[config.mk]
export PLATFORM = sky130hd
export DESIGN_NAME = fifo_burst_fill_ctrl
export DESIGN_NICKNAME = d
export VERILOG_FILES = /design/src/rtl/fifo_fill_pkg.sv /design/src/rtl/fifo_credit_cnt.sv /design/src/rtl/fifo_burst_fill_ctrl.sv
export SDC_FILE = /design/constraint.sdc
export NUM_CORES = 1
export LEC_CHECK = 0
export ABC_AREA = 1
export CAP_MARGIN = 25
export CORE_AREA = 10 10 227 229
export DETAILED_ROUTE_END_ITERATION = 16
export DIE_AREA = 0 0 237 239
export PLACE_DENSITY = 0.7
export SLEW_MARGIN = 20
export SYNTH_ARGS = -nofsm -noshare
export SYNTH_HDL_FRONTEND = slang
export SYNTH_HIERARCHICAL = 1
export SYNTH_SLANG_ARGS = --single-unit
[constraint.sdc]
create_clock -name clk -period 5.7 [get_ports clk]
set_clock_uncertainty 0.15 [all_clocks]
set_input_delay 1.71 -clock clk [delete_from_list [all_inputs] [get_ports clk]]
set_output_delay 1.71 -clock clk [all_outputs]
set_load 0.01 [all_outputs]
[src/rtl/fifo_fill_pkg.sv]
// Shared definitions for the DDR-to-video-FIFO burst fill controller.
//   state_t   : controller state encoding
//   LEN_W     : width of the read-command length field (beats-1)
//   cnt_width : width of the credit / outstanding-beat arithmetic. Two
//               bits above the FIFO depth width leave room for a full FIFO
//               plus a burst still in flight.
package fifo_fill_pkg;

    typedef enum logic [2:0] {
        S_IDLE  = 3'd0,
        S_FLUSH = 3'd1,
        S_ISSUE = 3'd2,
        S_CMD   = 3'd3,
        S_TAIL  = 3'd4,
        S_ABORT = 3'd5
    } state_t;

    localparam int LEN_W = 8;

    function automatic int cnt_width(input int depth_width);
        return depth_width + 2;
    endfunction

endpackage

[src/rtl/fifo_credit_cnt.sv]
// Outstanding-beat counter and credit check for the burst fill controller.
// Ports:
//   clk, rst_n   : clock, async active-low reset
//   add_en       : a read command handshake happened this cycle
//   add_beats    : beats requested by that command
//   wr_done      : a beat is being written into the FIFO this cycle
//   drop         : a returned beat was discarded this cycle
//   water_level  : FIFO write-side fill level
//   need_beats   : size of the burst the controller wants to issue next
//   outstanding  : beats requested but not yet visible in water_level
//   credit_ok    : free space (depth - level - outstanding) >= need_beats
module fifo_credit_cnt
    import fifo_fill_pkg::*;
#(
    parameter int DEPTH_WIDTH = 10,
    parameter int LEVEL_LAT   = 1,
    localparam int CW         = cnt_width(DEPTH_WIDTH)
) (
    input  logic                   clk,
    input  logic                   rst_n,
    input  logic                   add_en,
    input  logic [LEN_W:0]         add_beats,
    input  logic                   wr_done,
    input  logic                   drop,
    input  logic [DEPTH_WIDTH:0]   water_level,
    input  logic [LEN_W:0]         need_beats,
    output logic [CW-1:0]          outstanding,
    output logic                   credit_ok
);

    localparam int CW1   = CW + 1;
    localparam int CAP_I = 1 << DEPTH_WIDTH;
    localparam logic [CW1-1:0] CAP = CW1'(CAP_I);

    // A written beat stays counted here until the FIFO level has had
    // LEVEL_LAT cycles to reflect it, so it is never missing from both.
    logic [LEVEL_LAT-1:0] wr_dly;

    generate
        if (LEVEL_LAT == 1) begin : g_lat1
            always_ff @(posedge clk or negedge rst_n) begin
                if (!rst_n) wr_dly <= '0;
                else        wr_dly <= wr_done;
            end
        end else begin : g_latn
            always_ff @(posedge clk or negedge rst_n) begin
                if (!rst_n) wr_dly <= '0;
                else        wr_dly <= {wr_dly[LEVEL_LAT-2:0], wr_done};
            end
        end
    endgenerate

    logic [CW-1:0]  add_amt;
    logic [CW-1:0]  dec_amt;
    logic [CW1-1:0] sum;
    logic [CW1-1:0] used;
    logic [CW1-1:0] credit;

    always_comb begin
        add_amt   = add_en ? CW'(add_beats) : '0;
        // Up to two decrements per cycle: one delayed write, one discard.
        dec_amt   = CW'(wr_dly[LEVEL_LAT-1]) + CW'(drop);
        sum       = {1'b0, outstanding} + {1'b0, add_amt};
        used      = CW1'(water_level) + {1'b0, outstanding};
        // Saturate at zero: level + outstanding may transiently exceed depth.
        credit    = (used >= CAP) ? '0 : CAP - used;
        credit_ok = (credit >= CW1'(need_beats));
    end

    always_ff @(posedge clk or negedge rst_n) begin
        if (!rst_n) begin
            outstanding <= '0;
        end else begin
            outstanding <= (sum > {1'b0, dec_amt}) ? CW'(sum - {1'b0, dec_amt}) : '0;
        end
    end

endmodule

[src/rtl/fifo_burst_fill_ctrl.sv]
// Read-burst scheduler keeping the video FIFO filled from DDR for one frame.
// Issues fixed-length read commands only when the FIFO can absorb a whole
// burst, forwards returned beats to the FIFO write port, and sequences
// frame start (flush), end of frame and abort on a new frame start.
// Ports:
//   clk, rst_n            : DDR user clock, async active-low reset
//   enable, frame_start   : frame_start accepted only while enable=1
//   base_addr             : frame base byte address
//   rd_cmd_valid/ready    : read command handshake
//   rd_cmd_addr/len       : burst start address, beats-1
//   rd_data_valid/rd_data : returned beats
//   fifo_wr_en/data       : FIFO write port (1-cycle registered)
//   fifo_wr_full          : FIFO full
//   fifo_wr_water_level   : FIFO write-side fill level
//   fifo_flush            : FIFO reset request
//   busy                  : controller not idle
//   frame_done            : pulse after the last beat of the frame
//   overflow_err          : sticky beat-loss flag
module fifo_burst_fill_ctrl
    import fifo_fill_pkg::*;
#(
    parameter int DEPTH_WIDTH    = 10,
    parameter int DATA_WIDTH     = 256,
    parameter int ADDR_WIDTH     = 28,
    parameter int BURST_LEN      = 16,
    parameter int BYTES_PER_BEAT = 32,
    parameter int FRAME_BEATS    = 32400,
    parameter int FLUSH_CYCLES   = 8,
    parameter int LEVEL_LAT      = 1
) (
    input  logic                   clk,
    input  logic                   rst_n,
    input  logic                   enable,
    input  logic                   frame_start,
    input  logic [ADDR_WIDTH-1:0]  base_addr,
    output logic                   rd_cmd_valid,
    input  logic                   rd_cmd_ready,
    output logic [ADDR_WIDTH-1:0]  rd_cmd_addr,
    output logic [7:0]             rd_cmd_len,
    input  logic                   rd_data_valid,
    input  logic [DATA_WIDTH-1:0]  rd_data,
    output logic                   fifo_wr_en,
    output logic [DATA_WIDTH-1:0]  fifo_wr_data,
    input  logic                   fifo_wr_full,
    input  logic [DEPTH_WIDTH:0]   fifo_wr_water_level,
    output logic                   fifo_flush,
    output logic                   busy,
    output logic                   frame_done,
    output logic                   overflow_err
);

    localparam int BW   = LEN_W + 1;
    localparam int IW   = $clog2(FRAME_BEATS + 1);
    localparam int RW   = (IW > BW) ? IW : BW;
    localparam int FC_W = (FLUSH_CYCLES > 1) ? $clog2(FLUSH_CYCLES) : 1;
    localparam int CW   = cnt_width(DEPTH_WIDTH);

    state_t state, state_next;

    logic [ADDR_WIDTH-1:0] next_addr;
    logic [ADDR_WIDTH-1:0] base_pend;
    logic [ADDR_WIDTH-1:0] cmd_addr;
    logic [LEN_W-1:0]      cmd_len;
    logic [BW-1:0]         cmd_beats;
    logic [BW-1:0]         burst_beats;
    logic [IW-1:0]         issued;
    logic [RW-1:0]         remaining;
    logic [FC_W-1:0]       flush_cnt;
    logic                  abort_pend;
    logic                  overflow_q;
    logic                  frame_done_q;
    logic                  wr_en_q;
    logic [DATA_WIDTH-1:0] wr_data_q;
    logic [CW-1:0]         outstanding;
    logic                  credit_ok;

    logic start_ok, cmd_fire, flush_last, frame_issued, out_zero;
    logic abort_zone, beat_known, write_beat, drop_beat, ovf_evt, enter_flush;

    assign rd_cmd_addr  = cmd_addr;
    assign rd_cmd_len   = cmd_len;
    assign fifo_wr_en   = wr_en_q;
    assign fifo_wr_data = wr_data_q;
    assign frame_done   = frame_done_q;
    assign overflow_err = overflow_q;

    always_comb begin
        start_ok     = frame_start && enable;
        cmd_fire     = (state == S_CMD) && rd_cmd_ready;
        flush_last   = (flush_cnt == FC_W'(FLUSH_CYCLES - 1));
        frame_issued = (issued == IW'(FRAME_BEATS));
        out_zero     = (outstanding == '0);
        remaining    = RW'(FRAME_BEATS) - RW'(issued);
        // The last burst of a frame is shortened to what is left.
        burst_beats  = (remaining < RW'(BURST_LEN)) ? BW'(remaining) : BW'(BURST_LEN);
    end

    fifo_credit_cnt #(
        .DEPTH_WIDTH (DEPTH_WIDTH),
        .LEVEL_LAT   (LEVEL_LAT)
    ) u_credit (
        .clk         (clk),
        .rst_n       (rst_n),
        .add_en      (cmd_fire),
        .add_beats   (cmd_beats),
        .wr_done     (wr_en_q),
        .drop        (drop_beat),
        .water_level (fifo_wr_water_level),
        .need_beats  (burst_beats),
        .outstanding (outstanding),
        .credit_ok   (credit_ok)
    );

    always_ff @(posedge clk or negedge rst_n) begin
        if (!rst_n) state <= S_IDLE;
        else        state <= state_next;
    end

    always_comb begin
        state_next   = state;
        rd_cmd_valid = 1'b0;
        fifo_flush   = 1'b0;
        busy         = (state != S_IDLE);
        case (state)
            S_IDLE: begin
                if (start_ok) state_next = S_FLUSH;
            end
            S_FLUSH: begin
                fifo_flush = 1'b1;
                // A new frame_start here restarts the flush count.
                if (!start_ok && flush_last) state_next = S_ISSUE;
            end
            S_ISSUE: begin
                if (start_ok)          state_next = S_ABORT;
                else if (frame_issued) state_next = S_TAIL;
                else if (credit_ok)    state_next = S_CMD;
            end
            S_CMD: begin
                rd_cmd_valid = 1'b1;
                // The command is never withdrawn; an abort waits for the handshake.
                if (rd_cmd_ready) state_next = (abort_pend || start_ok) ? S_ABORT : S_ISSUE;
            end
            S_TAIL: begin
                if (start_ok)      state_next = S_ABORT;
                else if (out_zero) state_next = S_IDLE;
            end
            S_ABORT: begin
                if (out_zero) state_next = S_FLUSH;
            end
            default: state_next = S_IDLE;
        endcase
    end

    // Beat classification: a beat with nothing outstanding or arriving while
    // the FIFO is full is lost; beats of an aborted frame are drained silently.
    always_comb begin
        abort_zone  = (state == S_ABORT) || (state_next == S_ABORT);
        beat_known  = rd_data_valid && !out_zero;
        write_beat  = beat_known && !fifo_wr_full && !abort_zone;
        drop_beat   = beat_known && !write_beat;
        ovf_evt     = rd_data_valid && (fifo_wr_full || out_zero);
        enter_flush = (state_next == S_FLUSH) && ((state != S_FLUSH) || start_ok);
    end

    always_ff @(posedge clk or negedge rst_n) begin
        if (!rst_n) begin
            next_addr    <= '0;
            base_pend    <= '0;
            cmd_addr     <= '0;
            cmd_len      <= '0;
            cmd_beats    <= '0;
            issued       <= '0;
            flush_cnt    <= '0;
            abort_pend   <= 1'b0;
            overflow_q   <= 1'b0;
            frame_done_q <= 1'b0;
            wr_en_q      <= 1'b0;
            wr_data_q    <= '0;
        end else begin
            frame_done_q <= (state == S_TAIL) && (state_next == S_IDLE);
            wr_en_q      <= write_beat;
            if (rd_data_valid) wr_data_q <= rd_data;

            abort_pend <= (state == S_CMD) && !rd_cmd_ready && (abort_pend || start_ok);

            if (start_ok) begin
                overflow_q <= 1'b0;
                base_pend  <= base_addr;
            end else if (ovf_evt) begin
                overflow_q <= 1'b1;
            end

            if (enter_flush) begin
                flush_cnt <= '0;
                issued    <= '0;
                next_addr <= start_ok ? base_addr : base_pend;
            end else if (state == S_FLUSH) begin
                flush_cnt <= flush_cnt + FC_W'(1);
            end

            if ((state == S_ISSUE) && (state_next == S_CMD)) begin
                cmd_addr  <= next_addr;
                cmd_len   <= LEN_W'(burst_beats - BW'(1));
                cmd_beats <= burst_beats;
            end

            if (cmd_fire) begin
                next_addr <= next_addr + ADDR_WIDTH'(cmd_beats) * ADDR_WIDTH'(BYTES_PER_BEAT);
                issued    <= issued + IW'(cmd_beats);
            end
        end
    end

endmodule

==> flow_summary.html, run 1 <==
<table>
<tr><th>Metric</th><th>Value</th></tr>
<tr><th colspan="2">Timing</th></tr>
<tr><td>Worst Tran Pin Value</td><td>1.173 ns</td></tr>
<tr><td>Endpoints failing setup</td><td>46</td></tr>
<tr><td>Final Hold Slack</td><td>0.2358 ns</td></tr>
<tr><td>Relative slew slack</td><td>21.82%</td></tr>
<tr><td>Fmax</td><td>152.8 MHz</td></tr>
<tr><td>Max-slew violation total from the final report</td><td>0</td></tr>
<tr><td>Post-route fraction of the period consumed by the critical path</td><td>114.8%</td></tr>
<tr><td>Period minus WS final</td><td>6.546 ns</td></tr>
<tr><td>Setup repair after global routing missed its margin</td><td>true</td></tr>
<tr><td>Final Worst Setup Slack</td><td>-0.8456 ns</td></tr>
<tr><td>Final hold viol count</td><td>0</td></tr>
<tr><th colspan="2">Clocking</th></tr>
<tr><td>CTS tree</td><td>done</td></tr>
<tr><td>Worst skew pair latency</td><td>0.59 ns</td></tr>
<tr><td>H-tree depth reported by CTS</td><td>2</td></tr>
<tr><td>TritonCTS Buffers</td><td>45</td></tr>
<tr><td>CTS Buffer Depth</td><td>3</td></tr>
<tr><td>Number of clock sinks seen by CTS</td><td>395</td></tr>
<tr><td>Clock input transition at the sequential cells of the worst setup and hold paths</td><td>0.06 ns</td></tr>
<tr><td>Root buf cell</td><td>sky130_fd_sc_hd__clkbuf_16</td></tr>
<tr><th colspan="2">Place</th></tr>
<tr><td>Detailed-placement wirelength estimate</td><td>60360 um</td></tr>
<tr><td>Post-Place Setup Slack</td><td>-1.901 ns</td></tr>
<tr><td>Area of placed instances</td><td>26060 um^2</td></tr>
<tr><td>Total of buffers placed on input and output ports</td><td>599</td></tr>
<tr><td>Routability congestion estimate from global placement</td><td>0.8861</td></tr>
<tr><th colspan="2">Floorplan</th></tr>
<tr><td>FP Rows</td><td>80</td></tr>
<tr><td>Initial Util</td><td>39.93%</td></tr>
<tr><td>Core outline area</td><td>47150 um^2</td></tr>
<tr><td>Die footprint</td><td>56640 um^2</td></tr>
<tr><td>IO Count</td><td>600</td></tr>
<tr><td>Horiz. Die Dim</td><td>237 um</td></tr>
<tr><td>Die span in y</td><td>239 um</td></tr>
<tr><th colspan="2">Synth</th></tr>
<tr><td>Most instantiated cells after synthesis</td><td>sky130_fd_sc_hd__nand2_1 (454), sky130_fd_sc_hd__dfrtp_1 (395), sky130_fd_sc_hd__mux2_2 (256)</td></tr>
<tr><td>Library cells used by synthesis</td><td>52</td></tr>
<tr><td>Avg Inst Size Synth</td><td>10.13 um^2</td></tr>
<tr><td>Synth top area share</td><td>52.51%</td></tr>
<tr><td>Cell with the most instances after synthesis</td><td>sky130_fd_sc_hd__nand2_1</td></tr>
<tr><td>Leading cell types by total area after synthesis</td><td>sky130_fd_sc_hd__dfrtp_1 (53%), sky130_fd_sc_hd__mux2_2 (15%), sky130_fd_sc_hd__nand2_1 (9.1%), sky130_fd_sc_hd__ha_1 (3.7%), sky130_fd_sc_hd__inv_1 (2.9%)</td></tr>
<tr><td>Area leader, netlist</td><td>sky130_fd_sc_hd__dfrtp_1</td></tr>
<tr><td>Ys flop type</td><td>sky130_fd_sc_hd__dfrtp_1</td></tr>
<tr><td>EDFF count, synth</td><td>0</td></tr>
<tr><td>Async SR Flop Fraction</td><td>100.0%</td></tr>
<tr><td>Synth Register Bits</td><td>395</td></tr>
<tr><td>Post-synthesis cell count</td><td>1858</td></tr>
<tr><td>Number of warnings printed during yosys synthesis</td><td>6</td></tr>
<tr><td>Post-synth design cell area</td><td>18820 um^2</td></tr>
<tr><td>Register area share after synthesis</td><td>52.51%</td></tr>
<tr><th colspan="2">Worst setup path</th></tr>
<tr><td>Maximum fanout along the worst path</td><td>6</td></tr>
<tr><td>Arrival time at the worst endpoint</td><td>6.91 ns</td></tr>
<tr><td>Endpoint class of the critical path</td><td>flip-flop</td></tr>
<tr><td>Highest cell delay on the worst timing path</td><td>0.45 ns</td></tr>
<tr><td>Kind of critical path</td><td>input pin to flip-flop</td></tr>
<tr><td>Required @ worst endpoint</td><td>6.06 ns</td></tr>
<tr><td>CP startpoint kind</td><td>input pin</td></tr>
<tr><td>Cell repeated most along the worst path</td><td>sky130_fd_sc_hd__nand2_1</td></tr>
<tr><td>Critical Path Slowest Stage Cell</td><td>sky130_fd_sc_hd__clkdlybuf4s50_1</td></tr>
<tr><th colspan="2">Layout</th></tr>
<tr><td>Final Instance Area</td><td>28690 um^2</td></tr>
<tr><td>Final Core Density</td><td>60.85%</td></tr>
<tr><td>Number of nets in the layout</td><td>2939</td></tr>
<tr><td>Area added between synthesis and finish</td><td>52.41%</td></tr>
<tr><td>Filler instances</td><td>3880</td></tr>
<tr><td>Fraction of final layout cells with drive strength greater than 1</td><td>23.93%</td></tr>
<tr><th colspan="2">Route</th></tr>
<tr><td>Vias</td><td>16290</td></tr>
<tr><td>Routed wire length per instance</td><td>23.87 um</td></tr>
<tr><td>Drt first pass iters</td><td>8</td></tr>
<tr><td>Drt initial violations</td><td>1126</td></tr>
<tr><td>ANT nets after route</td><td>0</td></tr>
<tr><td>Total Wirelength</td><td>77540 um</td></tr>
<tr><td>DRC violation count after routing</td><td>0</td></tr>
<tr><td>Number of vias per cell</td><td>5.016</td></tr>
<tr><th colspan="2">GRT</th></tr>
<tr><td>Via count of the first global-routing pass</td><td>16560</td></tr>
<tr><td>Overflow left after global routing</td><td>0</td></tr>
<tr><td>Antenna violations before repair</td><td>32</td></tr>
<tr><td>Overall global routing resource usage</td><td>26.50%</td></tr>
<tr><td>Global-route wire length before repair</td><td>111000 um</td></tr>
<tr><td>Largest net degree at the start of global routing</td><td>183</td></tr>
<tr><th colspan="2">Flow run</th></tr>
<tr><td>Number of maximum-capacitance violations</td><td>0</td></tr>
<tr><th colspan="2">Power</th></tr>
<tr><td>Power, Total</td><td>11.17 mW</td></tr>
<tr><td>Power per cell area</td><td>389.5 nW/um^2</td></tr>
<tr><td>Leakage power</td><td>13.08 nW</td></tr>
<tr><td>Maximum VDD drop</td><td>0.0003122 V</td></tr>
<tr><th colspan="2">Status</th></tr>
<tr><td>Outcome</td><td>finished, violations left</td></tr>
<tr><td>Failing checks</td><td>setup timing</td></tr>
<tr><th colspan="2">Min path</th></tr>
<tr><td>Worst min path class</td><td>flip-flop to flip-flop</td></tr>
</table>
[flip-flops by register name (all words and copies together), names as in the netlist]
| name | cells |
|---|---|
| fifo_wr_en | 1 |
| rd_cmd_addr | 28 |
| cmd_beats | 9 |
| overflow_err | 1 |
| rd_cmd_len | 8 |
| u_credit/wr_dly | 1 |
| issued | 15 |
| abort_pend | 1 |
| fifo_wr_data | 256 |
| u_credit/outstanding | 12 |
| flush_cnt | 3 |
| frame_done | 1 |
| state | 3 |
| next_addr | 28 |
| base_pend | 28 |
[critical path: cells and delay by family]
| kind | cells | cell delay, ns |
|---|---|---|
| fa+ha+maj | 4 | 0.88 |
| simple gates | 31 | 2.78 |
| compound gates | 4 | 0.43 |
| buf+inv | 8 | 1.08 |
[power by group]
| part | switching, mW | internal [mW] | leakage, nW |
|---|---|---|---|
| registers | 0.290 | 3.20 | 4.79 |
| logic | 2.31 | 2.32 | 7.53 |
| clock network | 1.22 | 1.82 | 0.765 |
| total | 3.83 | 7.35 | 13.1 |
[metal layers]
| metal | wire length, um | part of all wire (%) | global-route usage, % |
|---|---|---|---|
| met5 | 21 | 0.027 | 0 |
| met4 | 2478 | 3.2 | 10.35 |
| met3 | 9866 | 13 | 12.52 |
| met2 | 37730 | 49 | 43.01 |
| met1 | 27440 | 35 | 29.68 |
[cell families (layout without fill, tap and decap cells)]
logic type	after synthesis	after routing	synth area share, %
and+or+nand+nor	767	767	17.73
buffers and inverters	213	964	4.593
adders and majority gates	60	60	4.187
muxes	262	262	15.63
AOI/OAI and AO/OA	130	130	3.775
other	1	25	0.01992
xor gates and xnor gates	30	30	1.555
DFF	395	395	52.51
[cell type report]
type                       instances  area, um^2  area share, %
clock buffer                      65        1301          4.536
antenna                           21       52.55         0.1832
sequential                       395        9884          34.45
clock inverter                    17       242.7         0.8461
multi-input combinational       1253        8563          29.85
inverter                         157       599.3          2.089
tap                              615       769.5          2.682
timing repair buffer             725        7277          25.36
[timing repair]
action / 4_1_cts / 5_1_grt
pin swaps: 32 / 45
hold buffers: 0 / 0
setup endpoints to repair: 83 / 104
setup buffers: 34 / 8
cloned: 5 / 1
endpoints found under the hold margin: 0 / 0
gates resized for setup: 75 / 82
[cell usage in the layout (no fill, tap or decap), drive strengths merged, types with 4 or more instances in the layout]
cell type / Yosys / routed
clkdlybuf4s50: 0 / 589
nand2: 470 / 470
dfrtp: 395 / 395
mux2: 256 / 256
inv: 156 / 160
nor2: 140 / 140
buf: 19 / 127
nand3: 105 / 105
clkbuf: 37 / 66
a21oi: 56 / 56
ha: 55 / 55
o21ai: 55 / 55
nand4: 23 / 23
diode: 0 / 21
xor2: 18 / 18
nor3: 12 / 12
xnor2: 12 / 12
clkinv: 1 / 9
mux2i: 6 / 6
nor4: 5 / 5
fa: 5 / 5
bufinv: 0 / 5
nand3b: 4 / 4
or2: 4 / 4
a21o: 4 / 4
dlygate4sd2: 0 / 4
conb: 1 / 4
[metrics by stage]
stage	TNS (ns)	std cells
2_1_floorplan	-12.03	1861
3_3_place_gp	-76.40	3099
3_5_place_dp	-84.40	3099
4_1_cts	-17.31	3219
5_1_grt	-29.71	3241
6_report	-12.20	3248
[worst paths after layout]
path	from	to	slack, ns	cells past startpoint
setup / recovery	fifo_wr_water_level[7]	u_credit/outstanding[9]	-0.85	47
min in group asynchronous	rst_n	fifo_wr_data[76]	1.09	1
setup reg to reg	u_credit/outstanding[0]	u_credit/outstanding[9]	-0.16	49
max in group asynchronous	rst_n	u_credit/wr_dly	3.28	2
hold / removal	fifo_wr_en	u_credit/wr_dly	0.24	0
hold reg to reg	fifo_wr_en	u_credit/wr_dly	0.24	0
No activity file was read; power rests on OpenSTA's default activity.
==> run 2: changes to the inputs <==
Settings changed: CAP_MARGIN 25 to 20, CORE_AREA 10 10 227 229 to 10 10 286 288, DIE_AREA 0 0 237 239 to 0 0 296 298, PLACE_DENSITY 0.7 to 0.46.
==> run 2 against run 1 <==
Effect of this change:
- the flow still finishes with violations (setup timing)
- via count down 1.6%
- clock-buffer cell count decreased by 1
- sequential power hardly changed
- register-to-register slack improved by 0.12 ns
- non-clock buffer count fell by 20
- routed wire length is 8.5% higher
- core utilization is 23 points lower
- cell count grew 10%
- clock power rose by 6%
- critical path depth up 1
- critical path type unchanged
- highest routed layer unchanged
==> flow_summary.html, run 2 (synthesis gave the netlist of run 1 again) <==
<table>
<tr><th>Metric</th><th>Value</th></tr>
<tr><th colspan="2">GRT</th></tr>
<tr><td>Overflow left after global routing</td><td>0</td></tr>
<tr><td>Overall global routing resource usage</td><td>18.63%</td></tr>
<tr><td>Global-route wire length before repair</td><td>120600 um</td></tr>
<tr><td>Largest net degree at the start of global routing</td><td>110</td></tr>
<tr><td>Via count of the first global-routing pass</td><td>17050</td></tr>
<tr><td>Antenna violations before repair</td><td>38</td></tr>
<tr><th colspan="2">Power</th></tr>
<tr><td>Power per cell area</td><td>379.9 nW/um^2</td></tr>
<tr><td>Maximum VDD drop</td><td>0.0002228 V</td></tr>
<tr><td>Leakage power</td><td>12.95 nW</td></tr>
<tr><th colspan="2">Worst setup path</th></tr>
<tr><td>Startpoint of the most critical register-to-register path</td><td>u_credit/outstanding[0]</td></tr>
<tr><td>Required @ worst endpoint</td><td>6.06 ns</td></tr>
<tr><td>Highest cell delay on the worst timing path</td><td>0.57 ns</td></tr>
<tr><td>Kind of critical path</td><td>input pin to flip-flop</td></tr>
<tr><td>Endpoint class of the critical path</td><td>flip-flop</td></tr>
<tr><td>Cell repeated most along the worst path</td><td>sky130_fd_sc_hd__nand2_1</td></tr>
<tr><td>Maximum fanout along the worst path</td><td>3</td></tr>
<tr><td>Critical Path Slowest Stage Cell</td><td>sky130_fd_sc_hd__fa_2</td></tr>
<tr><td>Critical Path Source</td><td>fifo_wr_water_level[0]</td></tr>
<tr><td>Arrival time at the worst endpoint</td><td>6.80 ns</td></tr>
<tr><td>Internal reg-to-reg setup slack</td><td>-0.04 ns</td></tr>
<tr><td>CP startpoint kind</td><td>input pin</td></tr>
<tr><th colspan="2">Timing</th></tr>
<tr><td>Period minus WS final</td><td>6.445 ns</td></tr>
<tr><td>Final Hold Slack</td><td>0.2318 ns</td></tr>
<tr><td>Max-slew violation total from the final report</td><td>0</td></tr>
<tr><td>Final Worst Setup Slack</td><td>-0.7453 ns</td></tr>
<tr><td>Endpoints failing setup</td><td>12</td></tr>
<tr><td>Worst Tran Pin Value</td><td>0.9440 ns</td></tr>
<tr><td>Fmax</td><td>155.2 MHz</td></tr>
<tr><td>Post-Route Setup TNS</td><td>-7.828 ns</td></tr>
<tr><td>Relative slew slack</td><td>37.07%</td></tr>
<tr><td>Setup repair after global routing missed its margin</td><td>true</td></tr>
<tr><td>Final hold viol count</td><td>0</td></tr>
<tr><td>Post-route fraction of the period consumed by the critical path</td><td>113.1%</td></tr>
<tr><th colspan="2">Floorplan</th></tr>
<tr><td>IO Count</td><td>600</td></tr>
<tr><td>Core outline area</td><td>75700 um^2</td></tr>
<tr><td>Die span in y</td><td>298 um</td></tr>
<tr><td>FP Rows</td><td>101</td></tr>
<tr><td>Horiz. Die Dim</td><td>296 um</td></tr>
<tr><td>Die footprint</td><td>88210 um^2</td></tr>
<tr><td>Initial Util</td><td>24.87%</td></tr>
<tr><th colspan="2">Layout</th></tr>
<tr><td>Commonest non-fill, non-tap cells in the layout</td><td>sky130_fd_sc_hd__clkdlybuf4s50_1 (587), sky130_fd_sc_hd__nand2_1 (433), sky130_fd_sc_hd__dfrtp_1 (395), sky130_fd_sc_hd__mux2_2 (256), sky130_fd_sc_hd__inv_1 (139)</td></tr>
<tr><td>Largest register FFs</td><td>256</td></tr>
<tr><td>Area added between synthesis and finish</td><td>53.33%</td></tr>
<tr><td>Commonest non-fill, non-tap cell in the layout</td><td>sky130_fd_sc_hd__clkdlybuf4s50_1</td></tr>
<tr><td>Fraction of final layout cells with drive strength greater than 1</td><td>22.98%</td></tr>
<tr><td>Number of nets in the layout</td><td>2924</td></tr>
<tr><th colspan="2">Min path</th></tr>
<tr><td>Worst min path class</td><td>flip-flop to flip-flop</td></tr>
<tr><td>Startpoint of the lowest-slack hold path</td><td>fifo_wr_en</td></tr>
<tr><th colspan="2">Clocking</th></tr>
<tr><td>Worst skew pair latency</td><td>0.60 ns</td></tr>
<tr><td>CTS tree</td><td>done</td></tr>
<tr><td>H-tree depth reported by CTS</td><td>2</td></tr>
<tr><td>Clock input transition at the sequential cells of the worst setup and hold paths</td><td>0.06 ns</td></tr>
<tr><td>Root buf cell</td><td>sky130_fd_sc_hd__clkbuf_16</td></tr>
<tr><td>Number of clock sinks seen by CTS</td><td>395</td></tr>
<tr><td>CTS Buffer Depth</td><td>3</td></tr>
<tr><td>TritonCTS Buffers</td><td>50</td></tr>
<tr><td>Cts-stage hold buffer count</td><td>0</td></tr>
<tr><th colspan="2">Route</th></tr>
<tr><td>DRC violation count after routing</td><td>0</td></tr>
<tr><td>Drt first pass iters</td><td>5</td></tr>
<tr><td>Total Wirelength</td><td>84160 um</td></tr>
<tr><td>Vias</td><td>16030</td></tr>
<tr><td>Routed wire length per instance</td><td>23.51 um</td></tr>
<tr><td>Drt initial violations</td><td>834</td></tr>
<tr><td>ANT nets after route</td><td>0</td></tr>
<tr><td>Number of vias per cell</td><td>4.476</td></tr>
<tr><th colspan="2">Status</th></tr>
<tr><td>Failing checks</td><td>setup timing</td></tr>
<tr><td>Outcome</td><td>finished, violations left</td></tr>
<tr><th colspan="2">Flow run</th></tr>
<tr><td>Number of maximum-capacitance violations</td><td>0</td></tr>
<tr><th colspan="2">Place</th></tr>
<tr><td>Total of buffers placed on input and output ports</td><td>599</td></tr>
<tr><td>Routability congestion estimate from global placement</td><td>0.8234</td></tr>
<tr><td>Detailed-placement wirelength estimate</td><td>67250 um</td></tr>
</table>
==> run 2: changes by cell type in the layout (fill, tap and decap cells not counted), sizes merged <==
| cell | before | now |
|---|---|---|
| dlygate4sd2 | 4 | 5 |
| clkdlybuf4s50 | 589 | 587 |
| bufinv | 5 | 4 |
| buf | 127 | 107 |
| clkinvlp | 0 | 2 |
| bufbuf | 2 | 0 |
| diode | 21 | 8 |
| dlymetal6s2s | 2 | 3 |
| clkbuf | 66 | 67 |
| clkinv | 9 | 11 |
==> run 2: per-stage QoR <==
step / total power [mW] / cell area [um^2] / util [%] / worst slack, ns / instances
CTS: 10.73 / 28560 / 37.73 / -0.9734 / 3572
floorplan: 5.460 / 18860 / - / -1.114 / 1861
detailed placement: 7.255 / 26620 / 35.16 / -1.976 / 3474
finish: 10.97 / 28860 / 38.13 / -0.7453 / 3580
global route: 11.67 / 28860 / 38.12 / -1.215 / 3578
global placement: 7.225 / 26620 / 35.16 / -1.978 / 3474
==> run 2: layout make-up <==
| type | instances | area, um^2 |
|---|---|---|
| Inverter | 157 | 596.8 |
| Clock inverter | 20 | 262.8 |
| Sequential cell | 395 | 9884 |
| Multi-Input combinational cell | 1253 | 8498 |
| Antenna cell | 8 | 20.02 |
| Tap cell | 978 | 1224 |
| Clock buffer | 64 | 1375 |
| Fill cell | 7456 | 46830 |
| Timing Repair Buffer | 705 | 7003 |
==> run 2: repair_timing <==
item                                    4_1_cts  5_1_grt
pin swaps                                    36       36
cloned                                        0        4
setup buffers                                15        6
resized for setup                            53       70
endpoints found under the setup margin       71      102
==> run 2: worst max-delay path: cells and delay by family <==
kind                       cells  cell delay, ns
and+or+nand+nor               30            2.70
adders and majority gates      5            1.31
AOI/OAI and AO/OA              6            0.70
buffers and inverters          7            0.39
==> run 2: report_power, final <==
group | internal (mW) | total (mW) | switching (mW)
Sequential | 3.20 | 3.49 | 0.289
Clock | 1.89 | 3.22 | 1.33
Combinational | 2.03 | 4.26 | 2.23
==> run 2: final timing paths <==
| path | end | depth (start not counted) |
|---|---|---|
| max | u_credit/outstanding[9] | 48 |
| min | u_credit/wr_dly | 0 |
| max reg2reg | u_credit/outstanding[9] | 47 |
| min reg2reg | u_credit/wr_dly | 0 |
| max in group asynchronous | fifo_wr_data[201] | 2 |
| min in group asynchronous | rd_cmd_addr[7] | 1 |
==> run 2: metal layers <==
| layer | track usage [%] | wire, um |
|---|---|---|
| met1 | 20.15 | 31050 |
| met2 | 32.81 | 42830 |
| met3 | 8.293 | 8463 |
| met4 | 4.355 | 1804 |
| met5 | 0 | 13 |
==> run 3: changes to the inputs <==
Settings changed: HOLD_SLACK_MARGIN set to 0.03, PLACE_DENSITY 0.46 to 0.57.
==> run 3 against run 2 <==
Effect of this change:
- hold slack gained 0.071 ns
- routed wire length shrank 2.8%
- register-to-register slack gained 0.09 ns
- highest routed layer is now met4
- non-clock buffer count grew 6
- first-iteration DRC count grew 2.0%
- total power grew 1.2%
- the run still ends with setup timing left
==> flow_summary.html, run 3 (synthesis gave the netlist of run 1 again) <==
<table>
<tr><th>Metric</th><th>Value</th></tr>
<tr><th colspan="2">GRT</th></tr>
<tr><td>Global-route wire length before repair</td><td>116900 um</td></tr>
<tr><td>Met2 Use GR</td><td>30.98%</td></tr>
<tr><td>Met3 Use GR</td><td>8.390%</td></tr>
<tr><td>Overall global routing resource usage</td><td>17.83%</td></tr>
<tr><td>Antenna violations before repair</td><td>31</td></tr>
<tr><td>Overflow left after global routing</td><td>0</td></tr>
<tr><td>Met1 Resource Use GR</td><td>19.71%</td></tr>
<tr><td>Largest net degree at the start of global routing</td><td>155</td></tr>
<tr><td>Via count of the first global-routing pass</td><td>16940</td></tr>
<tr><td>GRT Max-Usage Layer</td><td>met2</td></tr>
<tr><th colspan="2">Floorplan</th></tr>
<tr><td>IO Count</td><td>600</td></tr>
<tr><td>Initial Util</td><td>24.87%</td></tr>
<tr><td>FP Rows</td><td>101</td></tr>
<tr><td>Horiz. Die Dim</td><td>296 um</td></tr>
<tr><td>Core outline area</td><td>75700 um^2</td></tr>
<tr><td>Die footprint</td><td>88210 um^2</td></tr>
<tr><td>Die span in y</td><td>298 um</td></tr>
<tr><th colspan="2">Layout</th></tr>
<tr><td>Commonest non-fill, non-tap cell in the layout</td><td>sky130_fd_sc_hd__clkdlybuf4s50_1</td></tr>
<tr><td>Largest register FFs</td><td>256</td></tr>
<tr><td>Number of nets in the layout</td><td>2929</td></tr>
<tr><td>Storage cell area</td><td>9884 um^2</td></tr>
<tr><td>Filler instances</td><td>7408</td></tr>
<tr><td>Fraction of final layout cells with drive strength greater than 1</td><td>24.01%</td></tr>
<tr><td>Final Core Density</td><td>38.46%</td></tr>
<tr><td>Area added between synthesis and finish</td><td>54.66%</td></tr>
<tr><td>Commonest non-fill, non-tap cells in the layout</td><td>sky130_fd_sc_hd__clkdlybuf4s50_1 (587), sky130_fd_sc_hd__nand2_1 (421), sky130_fd_sc_hd__dfrtp_1 (395), sky130_fd_sc_hd__mux2_2 (256), sky130_fd_sc_hd__inv_1 (137)</td></tr>
<tr><td>Final Instance Area</td><td>29110 um^2</td></tr>
<tr><td>Combined area of the multi-input logic cells</td><td>8612 um^2</td></tr>
<tr><th colspan="2">Route</th></tr>
<tr><td>Number of vias per cell</td><td>4.487</td></tr>
<tr><td>Vias</td><td>16110</td></tr>
<tr><td>Routed wire length per instance</td><td>22.78 um</td></tr>
<tr><td>Drt first pass iters</td><td>5</td></tr>
<tr><td>DRC violation count after routing</td><td>0</td></tr>
<tr><td>ANT nets after route</td><td>0</td></tr>
<tr><td>Drt initial violations</td><td>851</td></tr>
<tr><td>Total Wirelength</td><td>81780 um</td></tr>
<tr><th colspan="2">Place</th></tr>
<tr><td>Area of placed instances</td><td>26560 um^2</td></tr>
<tr><td>Total of buffers placed on input and output ports</td><td>599</td></tr>
<tr><td>Detailed-placement wirelength estimate</td><td>64670 um</td></tr>
<tr><td>Routability congestion estimate from global placement</td><td>0.8734</td></tr>
<tr><th colspan="2">Clocking</th></tr>
<tr><td>CTS tree</td><td>done</td></tr>
<tr><td>Worst skew pair latency</td><td>0.59 ns</td></tr>
<tr><td>CTS Buffer Depth</td><td>3</td></tr>
<tr><td>Root buf cell</td><td>sky130_fd_sc_hd__clkbuf_16</td></tr>
<tr><td>Number of clock sinks seen by CTS</td><td>395</td></tr>
<tr><td>Clock input transition at the sequential cells of the worst setup and hold paths</td><td>0.06 ns</td></tr>
<tr><td>TritonCTS Buffers</td><td>49</td></tr>
<tr><td>H-tree depth reported by CTS</td><td>2</td></tr>
<tr><th colspan="2">Timing</th></tr>
<tr><td>Period minus WS final</td><td>6.436 ns</td></tr>
<tr><td>Relative slew slack</td><td>39.40%</td></tr>
<tr><td>Final Worst Setup Slack</td><td>-0.7364 ns</td></tr>
<tr><td>Worst Tran Pin Value</td><td>0.9090 ns</td></tr>
<tr><td>Endpoints failing setup</td><td>12</td></tr>
<tr><td>Setup repair after global routing missed its margin</td><td>true</td></tr>
<tr><td>Max-slew violation total from the final report</td><td>0</td></tr>
<tr><td>Fmax</td><td>155.4 MHz</td></tr>
<tr><td>Final hold viol count</td><td>0</td></tr>
<tr><td>Post-route fraction of the period consumed by the critical path</td><td>112.9%</td></tr>
<tr><th colspan="2">Flow run</th></tr>
<tr><td>Number of maximum-capacitance violations</td><td>0</td></tr>
<tr><th colspan="2">Min path</th></tr>
<tr><td>Worst min path class</td><td>flip-flop to flip-flop</td></tr>
<tr><th colspan="2">Worst setup path</th></tr>
<tr><td>Arrival time at the worst endpoint</td><td>6.72 ns</td></tr>
<tr><td>Highest cell delay on the worst timing path</td><td>0.44 ns</td></tr>
<tr><td>Maximum fanout along the worst path</td><td>7</td></tr>
<tr><td>Critical Path Slowest Stage Cell</td><td>sky130_fd_sc_hd__fa_2</td></tr>
<tr><td>CP startpoint kind</td><td>input pin</td></tr>
<tr><td>Cell repeated most along the worst path</td><td>sky130_fd_sc_hd__buf_4</td></tr>
<tr><td>Required @ worst endpoint</td><td>5.99 ns</td></tr>
<tr><td>Endpoint class of the critical path</td><td>flip-flop</td></tr>
<tr><td>Kind of critical path</td><td>input pin to flip-flop</td></tr>
<tr><th colspan="2">Power</th></tr>
<tr><td>Leakage power</td><td>13.10 nW</td></tr>
<tr><td>Maximum VDD drop</td><td>0.0002448 V</td></tr>
<tr><td>Power per cell area</td><td>381.3 nW/um^2</td></tr>
<tr><th colspan="2">Status</th></tr>
<tr><td>Outcome</td><td>finished, violations left</td></tr>
<tr><td>Failing checks</td><td>setup timing</td></tr>
</table>
-- run 3: cell types whose count changed in the layout (fill, tap and decap cells not counted), sizes merged --
| cell | previous run | this run |
|---|---|---|
| clkinvlp | 2 | 6 |
| inv | 160 | 158 |
| dlygate4sd2 | 5 | 2 |
| clkdlybuf4s15 | 0 | 1 |
| dlymetal6s2s | 3 | 5 |
| clkinv | 11 | 9 |
| clkbuf | 67 | 76 |
| buf | 107 | 111 |
| diode | 8 | 5 |
-- run 3: final timing paths --
kind	from	endpoint	slack (ns)	cells past startpoint
setup reg to reg	u_credit/outstanding[0]	u_credit/outstanding[2]	0.05	45
max in group asynchronous	rst_n	fifo_wr_data[58]	3.30	2
hold / removal	fifo_wr_en	u_credit/wr_dly	0.30	0
setup / recovery	fifo_wr_water_level[0]	u_credit/outstanding[2]	-0.74	46
min in group asynchronous	rst_n	rd_cmd_addr[23]	1.01	1
hold reg to reg	fifo_wr_en	u_credit/wr_dly	0.30	0
-- run 3: worst max-delay path, delay by kind of cell --
kind | cells | cell delay [ns]
AO/OA/AOI/OAI | 3 | 0.36
adder cells (fa/ha/maj) | 6 | 1.43
buffers and inverters | 15 | 1.53
AND/OR/NAND/NOR | 22 | 1.68
-- run 3: through the flow --
stage / hold WS (ns) / std cells / worst slack [ns] / power, mW / setup TNS (ns)
global route: 0.3167 / 3589 / -1.039 / 11.80 / -14.75
floorplan: 0.2660 / 1861 / -1.114 / 5.460 / -12.03
CTS: 0.3116 / 3568 / -0.9492 / 10.71 / -10.92
global placement: 0.2758 / 3465 / -1.968 / 7.169 / -85.37
finish: 0.3029 / 3590 / -0.7364 / 11.10 / -8.371
detailed placement: 0.2799 / 3465 / -2.021 / 7.208 / -90.04
-- run 3: routing by layer --
layer  vias to the layer above  wire length [um]  part of all wire [%]
met5                         -                 0                     0
met2                       533             40810                    50
met1                      7892             30660                    37
met3                       123              8945                    11
li1                       7560                 -                     -
met4                         0              1360                   1.7
-- run 3: timing repair --
action	4_1_cts	5_1_grt
setup buffers	12	11
hold endpoints to repair	0	0
cloned	0	6
resized for setup	44	101
endpoints found under the setup margin	95	96
hold buffers	0	0
pin swaps	30	45
-- run 3: power by group --
| part | internal, mW | switching (mW) |
|---|---|---|
| sequential | 3.20 | 0.307 |
| clock | 1.96 | 1.31 |
| combinational | 2.08 | 2.24 |
| total | 7.24 | 3.86 |
-- run 3: cell type report --
| type | count | area share [%] |
|---|---|---|
| flip-flops and latches | 395 | 33.95 |
| multi-input cells | 1253 | 29.58 |
| repair buffers | 711 | 24.33 |
| clock buffers | 71 | 4.985 |
| well taps | 978 | 4.203 |
| inverters | 157 | 2.041 |
| clock inverters | 20 | 0.8638 |
| diodes | 5 | 0.04298 |
